`src/rtl/risc_wb_arbiter.sv`:
```
// rtl/risc_wb_arbiter.sv - round-robin writeback arbiter for the register-file write port
// Optional statistics counters: define RISC_WB_STATS_EN.
module risc_wb_arbiter #(
  parameter int DATA_W = 32,
  parameter int ADDR_W = 5
) (
  input  logic              CLK,
  input  logic              reset,
  input  logic              a_valid,
  output logic              a_ready,
  input  logic [ADDR_W-1:0] a_da,
  input  logic [DATA_W-1:0] a_data,
  input  logic              b_valid,
  output logic              b_ready,
  input  logic [ADDR_W-1:0] b_da,
  input  logic [DATA_W-1:0] b_data,
  input  logic              wb_hold,
  output logic              RW,
  output logic [ADDR_W-1:0] DA,
  output logic [DATA_W-1:0] D_Data,
  output logic              last_grant
`ifdef RISC_WB_STATS_EN
  ,
  output logic [15:0]       grant_cnt_a,
  output logic [15:0]       grant_cnt_b,
  output logic [15:0]       conflict_cnt
`endif
);

  logic              rw_q, rw_d;
  logic [ADDR_W-1:0] da_q, da_d;
  logic [DATA_W-1:0] data_q, data_d;
  logic              last_q, last_d;
  logic              grant_a, grant_b;

  // On contention the source that did not win last time goes next.
  assign grant_a = !wb_hold && a_valid && (!b_valid || last_q);
  assign grant_b = !wb_hold && b_valid && (!a_valid || !last_q);
  assign a_ready = grant_a;
  assign b_ready = grant_b;

  always_comb begin
    rw_d   = 1'b0;
    da_d   = da_q;
    data_d = data_q;
    last_d = last_q;
    if (grant_a) begin
      rw_d   = (a_da != '0);
      da_d   = a_da;
      data_d = a_data;
      last_d = 1'b0;
    end else if (grant_b) begin
      rw_d   = (b_da != '0);
      da_d   = b_da;
      data_d = b_data;
      last_d = 1'b1;
    end
  end

  always_ff @(posedge CLK) begin
    if (reset) begin
      rw_q   <= 1'b0;
      da_q   <= '0;
      data_q <= '0;
      last_q <= 1'b1;
    end else begin
      rw_q   <= rw_d;
      da_q   <= da_d;
      data_q <= data_d;
      last_q <= last_d;
    end
  end

  assign RW         = rw_q;
  assign DA         = da_q;
  assign D_Data     = data_q;
  assign last_grant = last_q;

`ifdef RISC_WB_STATS_EN
  logic [15:0] cnt_a_q, cnt_b_q, cnt_c_q;
  logic [15:0] cnt_a_d, cnt_b_d, cnt_c_d;

  always_comb begin
    cnt_a_d = cnt_a_q;
    cnt_b_d = cnt_b_q;
    cnt_c_d = cnt_c_q;
    if (grant_a && cnt_a_q != 16'hFFFF) cnt_a_d = cnt_a_q + 16'd1;
    if (grant_b && cnt_b_q != 16'hFFFF) cnt_b_d = cnt_b_q + 16'd1;
    if (!wb_hold && a_valid && b_valid && cnt_c_q != 16'hFFFF) cnt_c_d = cnt_c_q + 16'd1;
  end

  always_ff @(posedge CLK) begin
    if (reset) begin
      cnt_a_q <= '0;
      cnt_b_q <= '0;
      cnt_c_q <= '0;
    end else begin
      cnt_a_q <= cnt_a_d;
      cnt_b_q <= cnt_b_d;
      cnt_c_q <= cnt_c_d;
    end
  end

  assign grant_cnt_a  = cnt_a_q;
  assign grant_cnt_b  = cnt_b_q;
  assign conflict_cnt = cnt_c_q;
`endif

endmodule

```
`config.mk`:
```
export PLATFORM = sky130hd
export DESIGN_NAME = risc_wb_arbiter
export DESIGN_NICKNAME = d
export VERILOG_FILES = /design/src/rtl/risc_wb_arbiter.sv
export SDC_FILE = /design/constraint.sdc
export NUM_CORES = 1
export LEC_CHECK = 0
export BUFFER_PORTS_ARGS = -buffer_cell sky130_fd_sc_hd__buf_2
export CAP_MARGIN = 20
export CORE_UTILIZATION = 43
export CTS_CLUSTER_DIAMETER = 50
export DETAILED_ROUTE_END_ITERATION = 8
export PLACE_DENSITY = 0.79
export SLEW_MARGIN = 25
export SYNTH_ARGS = -nofsm -noshare
export SYNTH_HDL_FRONTEND = slang
export SYNTH_SLANG_ARGS = --single-unit
```
`constraint.sdc`:
```
create_clock -name CLK -period 1.5 [get_ports CLK]
set_input_delay 0.225 -clock CLK [delete_from_list [all_inputs] [get_ports CLK]]
set_output_delay 0.225 -clock CLK [all_outputs]
set_load 0.005 [all_outputs]
```
[Word-level counts from Yosys, hierarchy flattened]
Cells that the tools add are included.
W data, S select, Z words.
Word-level totals
  memories: 0
  bits in registers: 39
  input port bits: 79
  output and inout bits: 41
  bits in latches: 0
  memory bits (read-only): 0
  bits in writable memories: 0
  logic and storage cells: 25
Cells by class
  $add $sub $neg: 0
  shift operators: 0
  muxes and demuxes: 8
  bitwise operators: 0
  $lt $le $gt $ge: 0
  div/mod/pow operators: 0
  reductions and logical operators: 13
  equal/unequal tests: 0
  $mul: 0
Operator list (number)
  $mux W32: 2
  $mux W5: 2
  $reduce_bool A5 Y1: 2
  $logic_and A1 B1 Y1: 4
  $logic_not A1 Y1: 4
  $mux W1: 4
  $logic_or A1 B1 Y1: 2
  $reduce_bool A2 Y1: 1

[Logic depth before layout (Yosys ltp)]
Gate-level depths: netlist of the first run.
  word-level depth: 5
  mapped depth: 5
  gate-level depth less buffers: 3

[Worst setup path after synthesis of the first run]
No wires, ideal clock.
  path type: register to output
  start point: register last_q (netlist: last_grant)
  end point: output a_ready
  data required time: 1.275 ns
  path buffers: 2
  path slack: 0.250 ns
  data arrival time: 1.025 ns
  cell stages (with the launch flop): 6
  cells stage by stage: dfxtp_1 -> nor2b_1 -> or2_1 -> buf_6 -> buf_6 -> inv_1
On the way
  word-level cells in the longest chain between the ends: 2
Ends and longest elaborated chain
  start: declaration: line 33  | logic last_q, last_d;
  start signal: assignment: line 70  | last_q <= last_d;
  $logic_or A1 B1 Y1: line 37  | assign grant_a = !wb_hold && a_valid && (!b_valid || last_q);
  $logic_and A1 B1 Y1: line 37
  end: declaration: line 10  | output logic a_ready,
Every way passes these cells.

[Final worst setup path of the first run]
Same ends and word-level chain as after synthesis.

==> summary.md, run 1 <==
| Metric | Value |
|---|---|
| Worst-path cell chain | `nor2b_2, or2_4, inv_1, buf_2` |
| Tcrit/Tclk final | `94.2%` |
| Actual slew at the worst max-slew pin | `0.618 ns` |
| Final setup fails | `0` |
| Die Ht | `70.1 um` |
| Number of global-route vias before repair | `2180` |
| Worst Setup Start Kind | `register` |
| Pin count of the biggest net entering global routing | `41` |
| CP top delay family | `simple AND/OR/NAND/NOR gates` |
| Post-Syn Nets | `309` |
| Unrepaired setup endpoints after global routing | `no` |
| Detail Route Antenna Nets | `0` |
| FF+latch count, synth | `39` |
| Antenna violations before repair | `0` |
| Gate Count Post-Synth | `230` |
| Drt drc | `0` |
| TritonCTS clock tree | `built` |
| Clk Latency, worst-skew pair | `0.29 ns` |
| Total power | `2.76 mW` |
| Peak VDD IR | `504 uV` |
| PwrDens | `987 nW/um2` |
| Slew HR | `58.8%` |
| Die area | `4910 um2` |
| Antenna cells | `0` |
| Overflow after GRT | `0` |
| Cell variety after synth | `20` |
| Synthesized area per cell | `8.67 um2` |
| First-pass DRT Iterations | `4` |
| Reg2reg start | `last_grant$_SDFFE_PP1P_` |
| Port bufs | `119` |
| Layout cells sized above 1 | `45.2%` |
| Htree depth | `2` |
| Arrival time at the worst endpoint | `1.19 ns` |
| CP max FO | `13` |
| WHS Endpoint | `RW$_SDFF_PP0_` |
| Max Fclk | `708 MHz` |
| Total Wirelength | `5820 um` |
| GR Util All Layers | `24.0%` |
| Via/cell ratio | `5.65` |
| Hold Path Origin | `b_da[3]` |
| GP Congestion | `0.740` |
| Syn-to-layout area delta | `40.4%` |
| Synthesis Warnings | `0` |
| # fillers | `399` |
| Post-synthesis cell area | `1990 um2` |
| Critical path buffers and inverters | `2` |
| Layout Skew | `0.00897 ns` |
| DP HPWL | `3870 um` |
| Post-route setup TNS | `0 ns` |
| CTS root buffer | `clkbuf_8` |
| Die W | `70.1 um` |
| CP peak stage delay | `0.36 ns` |
| Max Slew Vio Count | `0` |
| Setup slack, reg-to-reg | `0.20 ns` |
| Global-route wire length before repair | `9730 um` |
| Slowest cell on crit path | `dfxtp_4` |
| Initial drt markers | `154` |
| Reg area | `785 um2` |
| Hold path cells | `3` |
| Row count | `24` |
| Hold Crit Class | `input port to register` |
| Worst path depth | `4` |
| CP Class | `register to primary output` |
| WL/cell | `14.7 um` |
| Initial core utilization | `45.2%` |
| CP endpoint kind | `primary output` |
| Lkg Pwr | `1.27 nW` |
| Status | `complete, no violations` |
| Reg-to-reg critical path endpoint | `RW$_SDFF_PP0_` |
| CTS max path bufs | `2` |
| I/O pin cnt | `120` |
| R2R cell count | `4` |
| Final hold vios | `0` |
| Fin crit period | `1.41 ns` |
| CTS Buf Count | `5` |
| Clk slew on worst S/H paths | `0.08 ns` |
| Critical Path RT | `1.27 ns` |
| Max-cap viol count | `0` |
| Multi-input logic area | `1070 um2` |
| Share of the yosys chip area belonging to registers | `39.2%` |
| CTS Sinks | `39` |
| Nets | `423` |
| Core Area | `4410 um2` |
| DR vias | `2245` |
[tightest hold or removal path: cells and delay by family]
| kind | cells | cell delay, ns |
|---|---|---|
| buffers and inverters | 1 | 0.10 |
| AOI/OAI and AO/OA | 1 | 0.10 |
| and+or+nand+nor | 1 | 0.04 |
[placed cells by master, fill, tap and decap left out, types with 2 or more instances in the layout]
cell,instances
clkbuf_8,5
nor3_1,74
o21bai_1,37
buf_2,119
nand2b_1,2
a211o_1,2
buf_4,14
a211oi_1,28
nor2_1,3
or4_1,2
a211oi_2,9
dfxtp_1,38
bufinv_16,2
[synth_stat cells]
cell       n  area (um2)
a211o_1    2        17.5
a211oi_1  28         210
a211oi_2   9         113
a21oi_1    1        5.00
buf_2     15        75.1
buf_4      1        7.51
buf_6      2        22.5
clkbuf_1   9        33.8
dfxtp_1   39         781
inv_1      1        3.75
nand2b_1   2        12.5
nor2_1     3        11.3
nor2_2     1        6.26
nor2b_1    1        6.26
nor3_1    74         370
o21ba_2    1        10.0
o21bai_1  37         278
o32ai_1    1        8.76
or2_1      1        6.26
or4_1      2        15.0
[routing by layer]
metal | global-route usage (%) | vias up | routed length [um]
met1 | 30.6 | 1031 | 2530
met3 | 3.61 | 6 | 368
met2 | 41.6 | 108 | 2880
li1 | - | 1100 | -
met4 | 7.56 | 0 | 46
met5 | 0 | - | 0
[layout make-up]
type | count | share of cell area (%)
multi-input combinational | 163 | 38.4
timing repair buffer | 134 | 26.2
tap | 52 | 2.33
clock inverter | 3 | 2.42
clock buffer | 5 | 2.46
sequential | 39 | 28.0
inverter | 1 | 0.134
[per-stage QoR]
| step | hold slack [ns] | area (um2) | util (%) | std cells | worst slack (ns) |
|---|---|---|---|---|---|
| final | 0.225 | 2800 | 63.4 | 397 | 0.0877 |
| after global routing | 0.215 | 2800 | 63.4 | 397 | 0.0242 |
| after CTS | 0.209 | 2800 | 63.5 | 396 | 0.0178 |
| after detailed placement | 0.513 | 2630 | 59.5 | 387 | 0.161 |
| after global placement | 0.508 | 2630 | 59.5 | 387 | 0.175 |
| after floorplan | 0.385 | 1990 | - | 230 | 0.250 |
[report_power, final]
group	total [mW]	internal (mW)	switching, mW
Sequential	1.16	1.12	0.0419
Combinational	0.552	0.280	0.271
Clock	1.05	0.664	0.385
[worst max-delay path by stage]
stage               slack (ns)               startpoint            end
floorplan                 0.25  last_grant$_SDFFE_PP1P_        a_ready
global placement          0.18                  wb_hold  RW$_SDFF_PP0_
detailed placement        0.16                  wb_hold  RW$_SDFF_PP0_
CTS                       0.02  last_grant$_SDFFE_PP1P_        a_ready
global route              0.02  last_grant$_SDFFE_PP1P_        b_ready
finish                    0.09  last_grant$_SDFFE_PP1P_        a_ready
[registers in the layout, indices dropped and copies added (netlist names)]
name and count:
D_Data 32, DA 5, RW 1, last_grant 1
[logic make-up (layout without fill, tap and decap cells)]
group / count (synthesis) / after routing / share of synthesized area, %
flip-flops: 39 / 39 / 39.2
AND/OR/NAND/NOR: 84 / 84 / 21.5
buffers and inverters: 28 / 143 / 7.16
AO/OA/AOI/OAI: 79 / 79 / 32.2
[what timing repair did]
item,CTS,global route
gates cloned,1,0
gates resized for setup,3,0
hold endpoints to repair,0,0
hold buffers,0,0
setup buffers,0,2
pin swaps,0,0
setup endpoints to repair,1,1
Power figures use the tool's default switching activity.
==> run 2, diff against run 1 <==
--- a/config.mk
+++ b/config.mk
@@ -7,10 +7,10 @@
 export LEC_CHECK = 0
 export BUFFER_PORTS_ARGS = -buffer_cell sky130_fd_sc_hd__buf_2
 export CAP_MARGIN = 20
-export CORE_UTILIZATION = 43
+export CORE_UTILIZATION = 35
 export CTS_CLUSTER_DIAMETER = 50
 export DETAILED_ROUTE_END_ITERATION = 8
-export PLACE_DENSITY = 0.79
+export PLACE_DENSITY = 0.66
 export SLEW_MARGIN = 25
 export SYNTH_ARGS = -nofsm -noshare
 export SYNTH_HDL_FRONTEND = slang
==> run 2 against run 1 <==
Compared with the run above: fmax shrank 0.47%; hold slack got worse by 0.0068 ns; first-iteration DRC count fell by 30%; the flow now finishes with violations (DRC); sequential share of layout area rose by 0.23 points; design area down 1.1%.
==> summary.md, run 2 (synthesized netlist as in run 1, its figures left out) <==
| Metric | Value |
|---|---|
| Max reg flops | `32 (unchanged)` |
| TritonCTS clock tree | `built (unchanged)` |
| Most frequent cells in the layout | `buf_2 (119), nor3_1 (74), dfxtp_1 (38), o21bai_1 (37), a211oi_1 (28) (unchanged)` |
| Hold Crit Class | `input port to register (unchanged)` |
| Inst Count DP | `407 (was 387)` |
| CP top delay family | `flip-flops (was simple AND/OR/NAND/NOR gates)` |
| Layout Skew | `0.00559 ns (was 0.00897 ns)` |
| Total power | `2.43 mW (was 2.76 mW)` |
| Peak VDD IR | `317 uV (was 504 uV)` |
| Die W | `77.5 um (was 70.1 um)` |
| Syn-to-layout area delta | `38.8% (was 40.4%)` |
| Total Wirelength | `6090 um (was 5820 um)` |
| Die Ht | `77.5 um (was 70.1 um)` |
| Detail Route Antenna Nets | `0 (unchanged)` |
| Core Area | `5510 um2 (was 4410 um2)` |
| Unrepaired setup endpoints after global routing | `no (unchanged)` |
| Clk Latency, worst-skew pair | `0.29 ns (about the same)` |
| Clk slew on worst S/H paths | `0.08 ns (about the same)` |
| Slowest cell on crit path | `dfxtp_2 (was dfxtp_4)` |
| Max Slew Vio Count | `0 (unchanged)` |
| Max-cap viol count | `0 (unchanged)` |
| Actual slew at the worst max-slew pin | `0.633 ns (was 0.618 ns)` |
| GP Congestion | `0.777 (was 0.740)` |
| Critical Path RT | `1.27 ns (about the same)` |
| Htree depth | `2 (unchanged)` |
| CTS Buf Count | `5 (unchanged)` |
| # fillers | `566 (was 399)` |
| Reg area | `782 um2 (was 785 um2)` |
| Non-Filler Instances | `414 (was 397)` |
| Overflow after GRT | `0 (unchanged)` |
| Fin crit period | `1.42 ns (was 1.41 ns)` |
| Global-route wire length before repair | `9800 um (was 9730 um)` |
| CP max FO | `5 (was 13)` |
| Post-route setup TNS | `0 ns (unchanged)` |
| CP Class | `register to primary output (unchanged)` |
| GR Util All Layers | `20.6% (was 24.0%)` |
| Initial drt markers | `108 (was 154)` |
| Antenna violations before repair | `0 (unchanged)` |
| Multi-input logic area | `1080 um2 (was 1070 um2)` |
| Antenna cells | `0 (unchanged)` |
| Row count | `27 (was 24)` |
| CTS Sinks | `39 (unchanged)` |
| PwrDens | `878 nW/um2 (was 987 nW/um2)` |
| Lkg Pwr | `1.24 nW (was 1.27 nW)` |
| Status | `finished with violations (was complete, no violations)` |
| Met1 Use GR | `25.8% (was 30.6%)` |
| Failing checks | `DRC` |
| Final setup fails | `0 (unchanged)` |
| WL/cell | `14.7 um (about the same)` |
| Met2 global-route usage | `34.9% (was 41.6%)` |
| CTS max path bufs | `2 (unchanged)` |
| DR vias | `2203 (was 2245)` |
| DP HPWL | `4190 um (was 3870 um)` |
| GR peak layer | `met2 (unchanged)` |
| I/O pin cnt | `120 (unchanged)` |
| Port bufs | `119 (unchanged)` |
| Critical path buffers and inverters | `2 (unchanged)` |
| First-pass DRT Iterations | `6 (was 4)` |
| CTS root buffer | `clkbuf_8 (unchanged)` |
| Number of global-route vias before repair | `2032 (was 2180)` |
| CP endpoint kind | `primary output (unchanged)` |
| Postcts setup bufs | `0 (unchanged)` |
| Setup slack, reg-to-reg | `0.24 ns (was 0.20 ns)` |
| Slew HR | `57.8% (was 58.8%)` |
| Nets | `421 (was 423)` |
| CP peak stage delay | `0.36 ns (about the same)` |
| Final hold vios | `0 (unchanged)` |
| Arrival time at the worst endpoint | `1.19 ns (about the same)` |
| Die area | `6000 um2 (was 4910 um2)` |
| Worst-path cell chain | `nor2b_4, or2_2, inv_1, buf_2 (was nor2b_2, or2_4, inv_1, buf_2)` |
| Via/cell ratio | `5.32 (was 5.65)` |
| Pin count of the biggest net entering global routing | `41 (unchanged)` |
| GR Util met3 | `5.53% (was 3.61%)` |
| Layout cells sized above 1 | `45.0% (was 45.2%)` |
| Worst Setup Start Kind | `register (unchanged)` |
| Drt drc | `2 (was 0)` |
| Initial core utilization | `36.2% (was 45.2%)` |
| Commonest non-fill, non-tap cell in the layout | `buf_2 (unchanged)` |
| Max Fclk | `705 MHz (was 708 MHz)` |
| Tcrit/Tclk final | `94.6% (was 94.2%)` |
## run 2: cell types whose count changed in the layout (fill, tap and decap cells not counted), sizes merged
cell	before	now
clkbuf	5	6
bufbuf	1	0
clkinvlp	1	0
clkinv	0	1
bufinv	2	0
buf	133	132
## run 2: worst register-to-register path: stages (launching register included)
cell,delay [ns]
dfxtp_2,0.36
nor2b_4,0.04
or2_2,0.32
buf_4,0.20
a211oi_1,0.24
## run 2: final cells by class
cell class / count / share of cell area, %
multi-input cells: 163 / 39.2
flip-flops and latches: 39 / 28.3
repair buffers: 132 / 26.0
well taps: 72 / 3.26
clock buffers: 6 / 2.99
clock inverters: 1 / 0.181
inverters: 1 / 0.136
## run 2: final timing paths
kind / start / end / cells after the start
hold / removal: a_data[10] / D_Data[10]$_SDFFE_PP0P_ / 3
setup reg to reg: last_grant$_SDFFE_PP1P_ / D_Data[23]$_SDFFE_PP0P_ / 4
hold reg to reg: D_Data[21]$_SDFFE_PP0P_ / D_Data[21]$_SDFFE_PP0P_ / 2
setup / recovery: last_grant$_SDFFE_PP1P_ / a_ready / 4
## run 2: power by group
group / internal, mW / leakage [nW] / switching (mW)
sequential: 1.12 / 0.323 / 0.0411
clock: 0.361 / 0.0470 / 0.356
combinational: 0.276 / 0.868 / 0.277
## run 2: timing repair
action | CTS | global route
hold buffers | 0 | 0
endpoints found under the setup margin | 0 | 1
resized for setup | 0 | 1
## run 2: through the flow
stage / hold WS (ns) / util, % / setup WS, ns / area, um2
after floorplan: 0.385 / - / 0.250 / 1990
after global placement: 0.510 / 48.6 / 0.143 / 2680
after detailed placement: 0.518 / 48.6 / 0.0935 / 2680
after CTS: 0.213 / 50.2 / 0.0105 / 2770
after global routing: 0.227 / 50.2 / 0.00626 / 2770
final: 0.219 / 50.2 / 0.0810 / 2770
## run 2: per-layer routing
metal,vias up,wire [um]
met5,-,0
met4,0,42
met3,4,358
met2,79,2880
met1,1031,2810
li1,1089,-
==> run 3, diff against run 2 <==
--- a/config.mk
+++ b/config.mk
@@ -10,8 +10,8 @@
 export CORE_UTILIZATION = 35
 export CTS_CLUSTER_DIAMETER = 50
 export DETAILED_ROUTE_END_ITERATION = 8
-export PLACE_DENSITY = 0.66
-export SLEW_MARGIN = 25
+export PLACE_DENSITY_LB_ADDON = 0.08
+export SLEW_MARGIN = 40
 export SYNTH_ARGS = -nofsm -noshare
 export SYNTH_HDL_FRONTEND = slang
 export SYNTH_SLANG_ARGS = --single-unit
==> run 3 against run 2 <==
Compared with the run above: the run now ends clean; register-to-register slack worse by 0.10 ns; clock skew decreased by 0.0040 ns; sequential power about the same; first-iteration DRC count shrank 5.6%; die area stayed put; non-clock buffer count rose by 4; largest power group unchanged; highest routed layer unchanged.
==> summary.md, run 3 (synthesized netlist as in run 1, its figures left out) <==
| Metric | Value |
|---|---|
| Status | `complete, no violations (was finished with violations)` |
| Overflow after GRT | `0 (unchanged)` |
| Post-CTS Hold Fix Bufs | `0 (unchanged)` |
| CTS max path bufs | `2 (unchanged)` |
| GR Util All Layers | `21.0% (was 20.6%)` |
| Arrival time at the worst endpoint | `1.20 ns (was 1.19 ns)` |
| Port bufs | `119 (unchanged)` |
| Max-cap viol count | `0 (unchanged)` |
| CP Class | `register to primary output (unchanged)` |
| CTS Buf Count | `5 (unchanged)` |
| Row count | `27 (unchanged)` |
| Placed cell areas | `2700 um2 (was 2680 um2)` |
| Hold Path Origin | `a_data[16] (was a_data[10])` |
| Reg2reg start | `last_grant$_SDFFE_PP1P_ (unchanged)` |
| Lkg Pwr | `1.27 nW (was 1.24 nW)` |
| Fin crit period | `1.43 ns (was 1.42 ns)` |
| DR vias | `2187 (was 2203)` |
| Antenna cells | `0 (unchanged)` |
| Post-route setup TNS | `0 ns (unchanged)` |
| Reg-to-reg critical path endpoint | `D_Data[29]$_SDFFE_PP0P_ (was D_Data[23]$_SDFFE_PP0P_)` |
| Syn-to-layout area delta | `41.8% (was 38.8%)` |
| # fillers | `548 (was 566)` |
| Detail Route Antenna Nets | `0 (unchanged)` |
| CTS root buffer | `clkbuf_8 (unchanged)` |
| Actual slew at the worst max-slew pin | `0.621 ns (was 0.633 ns)` |
| Nets | `425 (was 421)` |
| Worst Setup Start Kind | `register (unchanged)` |
| Clk Latency, worst-skew pair | `0.28 ns (was 0.29 ns)` |
| GP Congestion | `0.745 (was 0.777)` |
| Setup slack, reg-to-reg | `0.14 ns (was 0.24 ns)` |
| First-pass DRT Iterations | `4 (was 6)` |
| Via/cell ratio | `5.24 (was 5.32)` |
| Slew HR | `58.6% (was 57.8%)` |
| Sw Ratio | `27.6% (was 27.7%)` |
| Global-route wire length before repair | `9950 um (was 9800 um)` |
| Comb power frac | `24.2% (was 22.7%)` |
| Clk slew on worst S/H paths | `0.07 ns (was 0.08 ns)` |
| Max Fclk | `699 MHz (was 705 MHz)` |
| I/O pin cnt | `120 (unchanged)` |
| Final setup fails | `0 (unchanged)` |
| Critical Path RT | `1.27 ns (about the same)` |
| Cell area after layout | `2830 um2 (was 2770 um2)` |
| Hold Crit Class | `input port to register (unchanged)` |
| Antenna violations before repair | `0 (unchanged)` |
| R2R cell count | `5 (was 4)` |
| CP peak stage delay | `0.35 ns (was 0.36 ns)` |
| WHS Endpoint | `D_Data[16]$_SDFFE_PP0P_ (was D_Data[10]$_SDFFE_PP0P_)` |
| Max reg flops | `32 (unchanged)` |
| Worst-path cell chain | `nor2b_4, or2_4, buf_12, inv_1, buf_2 (was nor2b_4, or2_2, inv_1, buf_2)` |
| Drt drc | `0 (was 2)` |
| Tcrit/Tclk final | `95.3% (was 94.6%)` |
| Commonest non-fill, non-tap cell in the layout | `buf_2 (unchanged)` |
| WL/cell | `14.7 um (about the same)` |
| Die W | `77.5 um (unchanged)` |
| Internal | `1.73 mW (was 1.76 mW)` |
| Reg power frac | `48.6% (was 47.7%)` |
| Unrepaired setup endpoints after global routing | `no (unchanged)` |
| Initial drt markers | `102 (was 108)` |
| Slowest cell on crit path | `dfxtp_2 (unchanged)` |
| Hold path cells | `3 (unchanged)` |
| Most frequent cells in the layout | `buf_2 (119), nor3_1 (74), dfxtp_1 (38), o21bai_1 (37), a211oi_1 (28) (unchanged)` |
| Initial core utilization | `36.2% (unchanged)` |
| Clk network pwr share | `27.2% (was 29.5%)` |
| CP endpoint kind | `primary output (unchanged)` |
| DP HPWL | `4110 um (was 4190 um)` |
| Final hold vios | `0 (unchanged)` |
| NetSw | `660 uW (was 674 uW)` |
| Number of global-route vias before repair | `2088 (was 2032)` |
| CP max FO | `3 (was 5)` |
| PwrDens | `845 nW/um2 (was 878 nW/um2)` |
| Max Slew Vio Count | `0 (unchanged)` |
| Htree depth | `2 (unchanged)` |
| Peak VDD IR | `303 uV (was 317 uV)` |
| Layout Skew | `0.00163 ns (was 0.00559 ns)` |
| Layout cells sized above 1 | `44.9% (was 45.0%)` |
| Die Ht | `77.5 um (unchanged)` |
| Total Wirelength | `6110 um (was 6090 um)` |
| TritonCTS clock tree | `built (unchanged)` |
| Pin count of the biggest net entering global routing | `41 (unchanged)` |
| CTS Sinks | `39 (unchanged)` |
| Die area | `6000 um2 (unchanged)` |
| Core Area | `5510 um2 (unchanged)` |
[run 3: power by group through the flow]
stage	sequential (mW)	clock [mW]	combinational (mW)
after detailed placement	1.18	0	0.565
after floorplan	1.19	0	0.276
after CTS	1.16	0.681	0.580
after global placement	1.18	0	0.561
final	1.16	0.649	0.578
after global routing	1.17	0.725	0.637
[run 3: worst max path at each step]
| stage | from | end | depth (start not counted) |
|---|---|---|---|
| finish | last_grant$_SDFFE_PP1P_ | a_ready | 5 |
| global route | last_grant$_SDFFE_PP1P_ | a_ready | 5 |
| CTS | last_grant$_SDFFE_PP1P_ | a_ready | 5 |
| detailed placement | wb_hold | a_ready | 6 |
| global placement | wb_hold | a_ready | 6 |
| floorplan | last_grant$_SDFFE_PP1P_ | a_ready | 5 |
[run 3: area by class of cell]
type / count / area, um2 / area share (%)
repair buffers: 136 / 798 / 28.2
flip-flops and latches: 39 / 782 / 27.7
multi-input cells: 163 / 1080 / 38.2
clock buffers: 6 / 72.6 / 2.57
well taps: 72 / 90.1 / 3.19
inverters: 1 / 3.75 / 0.133
[run 3: critical path: cells and delay by family, from the launching register on]
| family | cells | cell delay, ns |
|---|---|---|
| buf+inv | 3 | 0.26 |
| flops | 1 | 0.35 |
| simple gates | 2 | 0.30 |
[run 3: metrics by stage]
stage          cells  setup slack, ns  utilization [%]  hold slack, ns  total power, mW
2_1_floorplan    230            0.250                -           0.385             1.47
3_3_place_gp     408            0.101             49.1           0.514             1.75
3_5_place_dp     408           0.0889             49.1           0.520             1.75
4_1_cts          415           0.0247             51.1           0.214             2.42
5_1_grt          417           0.0135             51.3           0.219             2.53
6_report         417           0.0700             51.3           0.223             2.39
[run 3: layer usage]
metal	track usage [%]	vias up	wire length, um
li1	-	1102	-
met5	0	-	0
met3	4.94	6	408
met1	27.6	991	2900
met2	34.0	88	2750
met4	6.42	0	53
[run 3: repair_timing]
action,in CTS,in global routing
resized for setup,2,0
pin swaps,0,1
cloned,1,0
setup buffers,0,2
hold endpoints to repair,0,0
endpoints found under the setup margin,1,1
